--- src/rtl/fifo_upsizer.sv ---
// ============================================================================
// Module      : fifo_upsizer
// Description : Packs RATIO show-ahead FIFO words into one wide masked word,
//               with explicit flush, idle-timeout flush and valid/ack output.
// Revision    : 1.0 - initial release
// ============================================================================
`default_nettype none

module fifo_upsizer #(
    parameter int IN_WIDTH = 16,
    parameter int RATIO    = 4,
    parameter int TIMEOUT  = 15
) (
    input  logic                         CLK,
    input  logic                         RESET,
    input  logic [IN_WIDTH-1:0]          FifoQ,
    input  logic                         FifoEmpty,
    output logic                         FifoRdreq,
    input  logic                         Flush,
    output logic [IN_WIDTH*RATIO-1:0]    OutData,
    output logic [RATIO-1:0]             OutMask,
    output logic                         OutValid,
    input  logic                         OutAck,
    output logic                         Idle
);

    localparam int c_LW   = (RATIO > 1) ? $clog2(RATIO) : 1;
    localparam int c_FW   = $clog2(RATIO + 1);
    localparam int c_OW   = IN_WIDTH * RATIO;
    localparam logic [c_LW-1:0] c_LAST = c_LW'(RATIO - 1);

    logic [c_LW-1:0]  lane_q,       lane_d;
    logic [c_OW-1:0]  asm_q,        asm_d;
    logic [c_OW-1:0]  out_data_q,   out_data_d;
    logic [RATIO-1:0] out_mask_q,   out_mask_d;
    logic             out_valid_q,  out_valid_d;
    logic             flush_pend_q, flush_pend_d;

    logic             w_last_lane;
    logic             w_out_free;
    logic             w_pop;
    logic [c_FW-1:0]  w_fill;
    logic             w_flush_eff;
    logic             w_emit;
    logic             w_tmo_hit;
    logic [c_OW-1:0]  w_asm_pop;
    logic [RATIO-1:0] w_fill_mask;

    always_comb begin
        w_last_lane = (lane_q == c_LAST);
        w_out_free  = ~out_valid_q | OutAck;
        // Gated by reset so the FIFO is never drained while held in reset.
        w_pop       = RESET & ~FifoEmpty & (~w_last_lane | w_out_free);
        w_fill      = c_FW'(lane_q) + c_FW'(w_pop);
        w_flush_eff = Flush | flush_pend_q;
        w_emit      = w_out_free & ((w_pop & w_last_lane) |
                                    (w_flush_eff & (w_fill != '0)));

        w_asm_pop = asm_q;
        for (int i = 0; i < RATIO; i++) begin
            if (w_pop && (lane_q == c_LW'(i)))
                w_asm_pop[i*IN_WIDTH +: IN_WIDTH] = FifoQ;
            w_fill_mask[i] = (c_FW'(i) < w_fill);
        end
    end

    // Assembly is cleared on emit, so lanes above the fill point stay zero.
    always_comb begin
        lane_d       = w_fill[c_LW-1:0];
        asm_d        = w_asm_pop;
        out_data_d   = out_data_q;
        out_mask_d   = out_mask_q;
        out_valid_d  = out_valid_q & ~OutAck;
        flush_pend_d = (w_flush_eff & (w_fill != '0)) | w_tmo_hit;
        if (w_emit) begin
            lane_d       = '0;
            asm_d        = '0;
            out_data_d   = w_asm_pop;
            out_mask_d   = w_fill_mask;
            out_valid_d  = 1'b1;
            flush_pend_d = 1'b0;
        end
    end

    always_ff @(posedge CLK or negedge RESET) begin
        if (!RESET) begin
            lane_q       <= '0;
            asm_q        <= '0;
            out_data_q   <= '0;
            out_mask_q   <= '0;
            out_valid_q  <= 1'b0;
            flush_pend_q <= 1'b0;
        end else begin
            lane_q       <= lane_d;
            asm_q        <= asm_d;
            out_data_q   <= out_data_d;
            out_mask_q   <= out_mask_d;
            out_valid_q  <= out_valid_d;
            flush_pend_q <= flush_pend_d;
        end
    end

    generate
        if (TIMEOUT > 0) begin : g_timer
            localparam int c_TW = $clog2(TIMEOUT + 1);
            localparam logic [c_TW-1:0] c_TMO = c_TW'(TIMEOUT);
            logic [c_TW-1:0] timer_q, timer_d;

            always_comb begin
                timer_d = timer_q;
                if (w_pop || w_emit || (lane_q == '0))
                    timer_d = '0;
                else if (timer_q != c_TMO)
                    timer_d = timer_q + 1'b1;
            end

            assign w_tmo_hit = (timer_d == c_TMO);

            always_ff @(posedge CLK or negedge RESET) begin
                if (!RESET)
                    timer_q <= '0;
                else
                    timer_q <= timer_d;
            end
        end else begin : g_no_timer
            assign w_tmo_hit = 1'b0;
        end
    endgenerate

    assign FifoRdreq = w_pop;
    assign OutData   = out_data_q;
    assign OutMask   = out_mask_q;
    assign OutValid  = out_valid_q;
    assign Idle      = (lane_q == '0) & ~out_valid_q & ~flush_pend_q;

endmodule

`default_nettype wire

--- config.mk ---
export PLATFORM = sky130hd
export DESIGN_NAME = fifo_upsizer
export DESIGN_NICKNAME = d
export VERILOG_FILES = /design/src/rtl/fifo_upsizer.sv
export SDC_FILE = /design/constraint.sdc
export NUM_CORES = 1
export LEC_CHECK = 0
export CAP_MARGIN = 40
export CELL_PAD_IN_SITES_DETAIL_PLACEMENT = 1
export CELL_PAD_IN_SITES_GLOBAL_PLACEMENT = 1
export CORE_MARGIN = 2
export CORE_UTILIZATION = 39
export DETAILED_ROUTE_END_ITERATION = 16
export PLACE_DENSITY_LB_ADDON = 0.1
export RECOVER_POWER = 100
export SETUP_SLACK_MARGIN = 0.3
export SYNTH_ARGS = -nofsm -noshare
export SYNTH_HDL_FRONTEND = slang
export SYNTH_SLANG_ARGS = --single-unit
--- constraint.sdc ---
create_clock -name CLK -period 2.4 [get_ports CLK]
set_input_delay 0.48 -clock CLK [delete_from_list [all_inputs] [get_ports CLK]]
set_output_delay 0.48 -clock CLK [all_outputs]
set_load 0.005 [all_outputs]
# Word-level counts from Yosys, hierarchy flattened

Cells that the tools add are included.

Input bits: 21
Logic and storage cells: 54
Output and inout port bits: 71
Register bits after elaboration: 140

Multiplexer cells: 10
Order comparisons: 4
Add/sub/neg operators: 2
Reductions and logical operators: 8
Bitwise logic cells: 18
Equal/unequal tests: 5

Operators with widths:

| operator              | number |
|---|---|
| $mux W16              | 4 |
| $mux W64              | 1 |
| $and A1 B1 Y1         | 8 |
| $mux W4               | 2 |
| $lt A1 B3 Y1 const A  | 2 |
| $lt A2 B3 Y1 const A  | 2 |
| $not A1 Y1            | 5 |
| $or A1 B1 Y1          | 5 |
| $add A4 B1 Y4 const B | 1 |
| $eq A2 B2 Y1 const B  | 2 |
| $eq A4 B4 Y1 const B  | 1 |
| $logic_and A1 B1 Y1   | 4 |
| $ne A4 B4 Y1 const B  | 1 |
| $add A2 B1 Y3         | 1 |
| $reduce_bool A3 Y1    | 1 |
| $eq A2 B1 Y1 const B  | 1 |
| $logic_not A2 Y1      | 1 |
| $logic_or A1 B1 Y1    | 2 |
| $mux W1               | 2 |
| $mux W2               | 1 |

# Logic depth before layout (Yosys ltp)

Gate-level depths: netlist of run 1.

Depth in word-level cells: 15
Gate-level depth with buffers: 14
Depth with buffers taken out: 9

# Worst setup path after synthesis of run 1

OpenSTA, ideal clock, no wires.

Path type: input-to-reg
From: in FifoEmpty
To: reg g_timer.timer_q[3]
Buffers on the path: 4
Path slack: -0.548 ns
Data required time: 2.293 ns
Library setup time: 0.107 ns
Cell stages on the path: 13
Arrival time: 2.841 ns
Cells stage by stage: nand2b_1 > buf_2 > a31oi_1 > ha_1 > inv_1 > ha_1 > o32a_1 > nor2b_1 > clkbuf_1 > or2_1 > buf_2 > buf_6 > a2111oi_4

Longest elaborated chain between the ends: 11
Elaborated cells between the ends (all ways): 12
Classes of those cells: add/sub: 1; mux: 1; bitwise: 7; reduce/logical: 3

Ends and longest elaborated chain:

| element                             | line | source |
|---|---|---|
| start: declaration                  | 17   | `input logic FifoEmpty,` |
| $not A1 Y1 (*)                      | 53   | `w_pop = RESET & ~FifoEmpty & (~w_last_lane \| w_out_free);` |
| $and A1 B1 Y1 (*) (2 in a row)      | 53   |  |
| via FifoRdreq                       | 18   | `output logic FifoRdreq,` |
| $add A2 B1 Y3                       | 54   | `w_fill = c_FW'(lane_q) + c_FW'(w_pop);` |
| $reduce_bool A3 Y1                  | 57   | `(w_flush_eff & (w_fill != '0)));` |
| $and A1 B1 Y1                       | 57   |  |
| $or A1 B1 Y1                        | 56   | `w_emit = w_out_free & ((w_pop & w_last_lane) \|` |
| $and A1 B1 Y1                       | 56   |  |
| $logic_or A1 B1 Y1 (*) (2 in a row) | 111  | `if (w_pop \|\| w_emit \|\| (lane_q == '0))` |
| $mux W4 (*)                         | 111  |  |
| via g_timer.timer_d[3]              | 107  | `logic [c_TW-1:0] timer_q, timer_d;` |
| end signal: assignment              | 123  | `timer_q <= timer_d;` |
| end: declaration                    | 107  |  |

The timed path passes the listed nets; every way through them passes the cells marked *.
A chain may end at the register's enable or synchronous reset.

# Worst setup path after layout of run 1

From: reg out_valid_q, in the netlist OutValid
To: reg out_data_q[15], in the netlist OutData[15]

Longest elaborated chain between the ends: 9
Elaborated cells between the ends (all ways): 12
Classes of those cells: add/sub: 1; mux: 1; bitwise: 8; reduce/logical: 2

Ends and longest elaborated chain:

| element                  | line | source |
|---|---|---|
| start: declaration       | 36   | `logic out_valid_q, out_valid_d;` |
| start signal: assignment | 98   | `out_valid_q <= out_valid_d;` |
| $not A1 Y1 (*)           | 51   | `w_out_free = ~out_valid_q \| OutAck;` |
| $or A1 B1 Y1 (*)         | 51   |  |
| $or A1 B1 Y1             | 53   |  |
| $and A1 B1 Y1            | 53   |  |
| $add A2 B1 Y3            | 54   |  |
| $reduce_bool A3 Y1       | 57   |  |
| $and A1 B1 Y1            | 57   |  |
| $or A1 B1 Y1             | 56   |  |
| $and A1 B1 Y1            | 56   |  |
| end signal: assignment   | 96   | `out_data_q <= out_data_d;` |
| end: declaration         | 34   | `logic [c_OW-1:0] out_data_q, out_data_d;` |

Mark *: on every way between the ends. The rest lies on a longest branch, timed or not.

==> flow_metrics.env, run 1 <==
export IMPL_r2r_start="OutValid"
export IMPL_status="finished with violations"
export IMPL_area_delta_synth_final_pct=56.30
export IMPL_numCtsBuffers=17
export IMPL_gr_total_overflow=0
export IMPL_ys_top_cells_by_count="140 x dfrtp_1, 65 x mux2i_1, 56 x nor3_1"
export IMPL_grt_pass1_vias=4730
export IMPL_grt_setup_unrepaired="true"
export IMPL_fmax_mhz=414.9
export IMPL_clock_path_buffers=2
export IMPL_h_tree_depth=4
export IMPL_seqPwrFrac_pct=28.6
export IMPL_num_vias=4408
export IMPL_yosysUniqueCellTypes=33
export IMPL_dpl_hpwl_um=10140
export IMPL_path_class="flop to flop"
export IMPL_fin_nets=673
export IMPL_synth_fp_nets=510
export IMPL_dieArea_um2=16400
export IMPL_syn_avg_cell_area_um2=12.38
export IMPL_hold_worst_slack_ps=228.5
export IMPL_io_buffers=91
export IMPL_drive_above_1_share_pct=39.49
export IMPL_viasPerCell=5.192
export IMPL_netlist_instances=485
export IMPL_antenna_left=0
export IMPL_p_int_uw=8343
export IMPL_fp_coreArea_um2=15150
export IMPL_post_route_period_util_pct=100.4
export IMPL_synth_edf_count=0
export IMPL_hold_class="input port to asynchronous set/reset pin"
export IMPL_clock_skew_ps=15.75
export IMPL_reg2regPathDepth=11
export IMPL_p_per_area_nw_per_um2=1388
export IMPL_worstSetupEndpointType="flop"
export IMPL_peakVddDrop_uv=652.2
export IMPL_clock_latency_ps=440
export IMPL_cts_reportedPaths_clkPinSlew_ps=60
export IMPL_final_setup_viol_count=4
export IMPL_wl_per_cell_um=22.12
export IMPL_crit_required_ps=2690
export IMPL_final_cell_area_um2=9385
export IMPL_timing_rr_end="OutData[15]"
export IMPL_hold_violations=0
export IMPL_tns_ps=-28.09
export IMPL_synth_ff_type="dfrtp_1"
export IMPL_io_pins=92
export IMPL_cts_hold_buffers=0
export IMPL_violations="negative setup slack"
export IMPL_p_leak_uw=0.003918
export IMPL_netSwitchingFraction_pct=35.96
export IMPL_combPwrFrac_pct=49.5
export IMPL_synth_area_um2=6005
export IMPL_slew_headroom_pct=3.764
export IMPL_post_route_min_period_ps=2410
export IMPL_grt_max_degree=59
export IMPL_place_ws_ps=-532.1
export IMPL_clock_power_share_pct=21.9
export IMPL_finalWirelength_um=18780
export IMPL_drc=0
export IMPL_crit_fanout=14
export IMPL_grt_pass1_wl_um=27210
export IMPL_clock_root_buffer="clkbuf_16"
export IMPL_die_w_um=128.1
export IMPL_num_rows=45
export IMPL_synth_largest_area_cell="dfrtp_1"
export IMPL_drt_iter0_markers=165
export IMPL_worstPathArrival_ps=2700
export IMPL_synth_area_top_cells="dfrtp_1 58%, mux2i_1 11%, a21oi_4 8.1%"
export IMPL_synth_top_cell_area_share_pct=58.35
export IMPL_switchingPower_uw=4686
export IMPL_synthArstFlopShare_pct=100.0
export IMPL_cap_violations=0
export IMPL_initial_core_util_pct=39.64
export IMPL_synth_warnings=0
export IMPL_ys_seq_area_share_pct=58.35
export IMPL_grt_usage_pct=22.10
export IMPL_grt_antenna_before_repair=0
export IMPL_clock_sinks=140
export IMPL_synth_seq_cells=140
export IMPL_cts_tree="yes"
export IMPL_worst_slew_pin_slew_ps=1444
export IMPL_worst_slack_ps=-10.43
export IMPL_gp_congestion=0.7826
export IMPL_startpoint_type="flop"
export IMPL_synth_most_common_cell="dfrtp_1"
export IMPL_r2r_slack_ps=-10
export IMPL_dieHeight_um=128.1
export IMPL_diodes=0
export IMPL_post_dp_cell_area_um2=7507
export IMPL_firstDrtPassIters=4
export IMPL_slew_violations=0
## per-layer routing
| layer | routed length, µm | vias to the layer above | global-route usage, % |
|---|---|---|---|
| li1 | - | 2007 | - |
| met1 | 8354 | 2300 | 30.02 |
| met2 | 9688 | 84 | 35.36 |
| met3 | 486 | 17 | 4.633 |
| met4 | 251 | 0 | 7.692 |
| met5 | 0 | - | 0 |
## final cells by class
| type | count | area [µm²] |
|---|---|---|
| flip-flops and latches | 140 | 3505 |
| clock buffers | 20 | 446.7 |
| multi-input cells | 307 | 2975 |
| clock inverters | 12 | 187.7 |
| repair buffers | 178 | 2021 |
| well taps | 188 | 235.2 |
| inverters | 4 | 15.01 |
| fillers | 1422 | 5761 |
## critical path, cell delays in order, from the launching register on
cell and delay, ps:
dfrtp_1 380, nor2b_4 140, a31oi_4 160, ha_4 170
inv_2 50, ha_4 210, o32a_1 300, nor2b_4 160
buf_6 150, buf_12 150, nor3_1 340, a21oi_4 60
## flip-flops by register name, indices dropped and copies added, names as in the netlist
signal	flops
OutData	64
OutMask	4
OutValid	1
asm_q	64
flush_pend_q	1
g_timer.timer_q	4
lane_q	2
## cells in the final DEF (no fill, tap or decap), drive strengths merged, types with 2 or more instances in the layout
cell           instances
nor3                  58
and2                  17
nor2                  50
mux2i                 65
dlygate4sd3           68
clkdlybuf4s50         17
clkinvlp               2
nor3b                  2
nor2b                  2
mux2                   3
clkbuf                26
buf                   82
dlygate4sd2            3
dfrtp                140
o21ai                 17
or2                    3
nand3                  3
bufinv                 4
a21oi                 52
clkinv                 4
ha                     4
inv                    6
a31oi                  2
nand2                 19
or3                    2
## through the flow
stage | instances | utilization (%) | total power [µW]
after floorplan | 485 | - | 6087
after global placement | 785 | 49.57 | 8050
after detailed placement | 785 | 49.57 | 8204
after CTS | 834 | 57.83 | 12110
after global routing | 849 | 61.97 | 13670
final | 849 | 61.97 | 13030
## power groups by stage
stage	clock, µW	combinational [µW]	sequential [µW]
global placement	0	4410	3640
floorplan	0	2490	3600
CTS	2870	5550	3700
detailed placement	0	4530	3670
finish	2850	6450	3730
global route	2990	6860	3810
## how the worst max path moves through the flow
stage / cells past startpoint / slack [ps] / to / startpoint
CTS: 10 / 8 / OutData[6] / OutValid
finish: 11 / -10 / OutData[15] / OutValid
global placement: 11 / -480 / OutData[42] / OutAck
detailed placement: 12 / -530 / OutData[55] / OutAck
global route: 12 / -110 / OutData[55] / OutValid
floorplan: 14 / -300 / OutData[36] / FifoEmpty
## logic make-up after synthesis
family	share of synthesized area, %
buffers and inverters	4.334
multiplexers	11.40
AO/OA/AOI/OAI	12.63
AND/OR/NAND/NOR	12.32
XOR/XNOR	0.1459
adder cells (fa/ha/maj)	0.8335
flip-flops	58.35
## repair_timing
item | 4_1_cts | 5_1_grt
setup buffers | 8 | 9
hold endpoints to repair | 0 | 0
pin swaps | 14 | 19
gates resized for setup | 97 | 113
gates cloned | 9 | 6
setup endpoints to repair | 142 | 141
Note: power is estimated with default switching activity, not from simulation.
==> run 2: changes to the inputs <==
HOLD_SLACK_MARGIN = 0.06   (was default)
SETUP_SLACK_MARGIN = 0.15   (was 0.3)
==> flow_metrics.env, run 2 (synthesis gave the netlist of run 1 again) <==
export IMPL_status="finished with violations"
export IMPL_violations="negative setup slack"
export IMPL_cts_reportedPaths_clkPinSlew_ps=60
export IMPL_diodes=0
export IMPL_netSwitchingFraction_pct=34.61
export IMPL_utilization_pct=59.97
export IMPL_dpl_hpwl_um=10630
export IMPL_path_cells="nor2b_4 -> a31oi_4 -> ha_4 -> inv_2 -> ha_4 -> o32a_1 -> nor2b_4 -> buf_4 -> buf_12 -> nor3_1 -> a21oi_2"
export IMPL_hold_class="input port to asynchronous set/reset pin"
export IMPL_initial_core_util_pct=39.64
export IMPL_hold_worst_slack_ps=221.5
export IMPL_critPathSlowestCell="dfrtp_1"
export IMPL_clock_sinks=140
export IMPL_io_pins=92
export IMPL_post_route_period_util_pct=101.5
export IMPL_gp_congestion=0.8043
export IMPL_startpoint_type="flop"
export IMPL_r2r_slack_ps=-40
export IMPL_grt_antenna_before_repair=0
export IMPL_antenna_left=0
export IMPL_clock_path_buffers=2
export IMPL_crit_required_ps=2690
export IMPL_p_per_area_nw_per_um2=1353
export IMPL_hold_violations=0
export IMPL_cap_violations=0
export IMPL_worst_slack_ps=-35.20
export IMPL_grt_pass1_vias=4930
export IMPL_viasPerCell=5.205
export IMPL_num_vias=4362
export IMPL_clock_latency_ps=420
export IMPL_cts_tree="yes"
export IMPL_gr_total_overflow=0
export IMPL_cts_hold_buffers=0
export IMPL_dieArea_um2=16400
export IMPL_grt_usage_pct=22.59
export IMPL_crit_fanout=14
export IMPL_clock_root_buffer="clkbuf_16"
export IMPL_firstDrtPassIters=4
export IMPL_clock_power_share_pct=22.0
export IMPL_worst_slew_pin_slew_ps=1041
export IMPL_r2r_start="OutValid"
export IMPL_cp_slowest_stage_delay_ps=390
export IMPL_worstSetupEndpointType="flop"
export IMPL_fmax_mhz=410.6
export IMPL_drc=0
export IMPL_slew_headroom_pct=30.63
export IMPL_grt_setup_unrepaired="true"
export IMPL_p_leak_uw=0.003817
export IMPL_wl_per_cell_um=20.75
export IMPL_crit_start="OutValid"
export IMPL_final_setup_viol_count=11
export IMPL_final_cell_area_um2=9082
export IMPL_slew_violations=0
export IMPL_post_dp_cell_area_um2=7555
export IMPL_seqPwrFrac_pct=30.2
export IMPL_grt_pass1_wl_um=27970
export IMPL_die_w_um=128.1
export IMPL_combPwrFrac_pct=47.8
export IMPL_worstPathArrival_ps=2720
export IMPL_h_tree_depth=4
export IMPL_switchingPower_uw=4253
export IMPL_layout_commonest_cell="dfrtp_1"
export IMPL_path_class="flop to flop"
export IMPL_dieHeight_um=128.1
export IMPL_fp_coreArea_um2=15150
export IMPL_post_route_min_period_ps=2435
export IMPL_fin_nets=663
export IMPL_peakVddDrop_uv=649.8
export IMPL_grt_max_degree=60
export IMPL_num_rows=45
export IMPL_final_cell_mix="139 x dfrtp_1, 69 x dlygate4sd3_1, 63 x mux2i_1"
export IMPL_area_delta_synth_final_pct=51.26
export IMPL_place_ws_ps=-576.4
export IMPL_clock_skew_ps=9.983
export IMPL_drt_iter0_markers=189
export IMPL_numCtsBuffers=17
export IMPL_io_buffers=91
export IMPL_p_int_uw=8033
export IMPL_finalWirelength_um=17390
export IMPL_drive_above_1_share_pct=36.15
[run 2: changes by cell type in the layout (fill, tap and decap cells not counted), sizes merged, moves of 2 or more]
cell | previous run | this run
buf | 82 | 73
bufinv | 4 | 2
clkinv | 4 | 1
clkbuf | 26 | 32
inv | 6 | 4
[run 2: area by class of cell]
type / instances / area (µm²)
Timing Repair Buffer: 169 / 1878
Tap cell: 188 / 235.2
Fill cell: 1471 / 6063
Clock inverter: 4 / 76.32
Multi-Input combinational cell: 306 / 2840
Inverter: 4 / 15.01
Clock buffer: 27 / 533.0
Sequential cell: 140 / 3505
[run 2: stage by stage]
step / TNS, ps / cells / total power (µW)
6_report: -123.0 / 838 / 12290
5_1_grt: -5611 / 838 / 12980
4_1_cts: 0 / 834 / 12130
3_5_place_dp: -61190 / 787 / 8266
3_3_place_gp: -55340 / 785 / 8063
2_1_floorplan: -27620 / 485 / 6087
[run 2: path summary, 6_finish.rpt]
path                              end  cells past startpoint
hold reg to reg             asm_q[54]                      1
hold / removal              asm_q[49]                      2
setup / recovery           OutData[7]                     11
min in group CLK            asm_q[54]                      1
max in group asynchronous   asm_q[34]                      5
setup reg to reg           OutData[7]                     11
[run 2: metal layers]
| metal | track usage [%] | part of all wire [%] | wire length [µm] | vias up |
|---|---|---|---|---|
| met5 | 0 | 0 | 0 | - |
| met2 | 37.84 | 51 | 8916 | 74 |
| met3 | 5.426 | 3.2 | 551 | 17 |
| met4 | 5.818 | 1.2 | 201 | 0 |
| met1 | 29.61 | 44 | 7718 | 2288 |
| li1 | - | - | - | 1983 |
[run 2: what timing repair did]
item	4_1_cts	5_1_grt
setup endpoints to repair	138	139
resized for setup	118	50
hold endpoints to repair	0	0
cloned	7	2
buffers inserted	9	2
pin swaps	18	23
[run 2: power by group through the flow]
stage	Clock [µW]	Sequential, µW	Combinational, µW
2_1_floorplan	0	3600	2490
3_3_place_gp	0	3640	4430
3_5_place_dp	0	3670	4590
4_1_cts	2730	3710	5680
5_1_grt	2840	3810	6330
6_report	2700	3710	5880
[run 2: critical path, delay by kind of cell, from the launching register on]
family / cells / cell delay, ps
and+or+nand+nor: 3 / 590
AOI/OAI and AO/OA: 3 / 580
DFF: 1 / 390
buffers and inverters: 3 / 370
adders and majority gates: 2 / 360
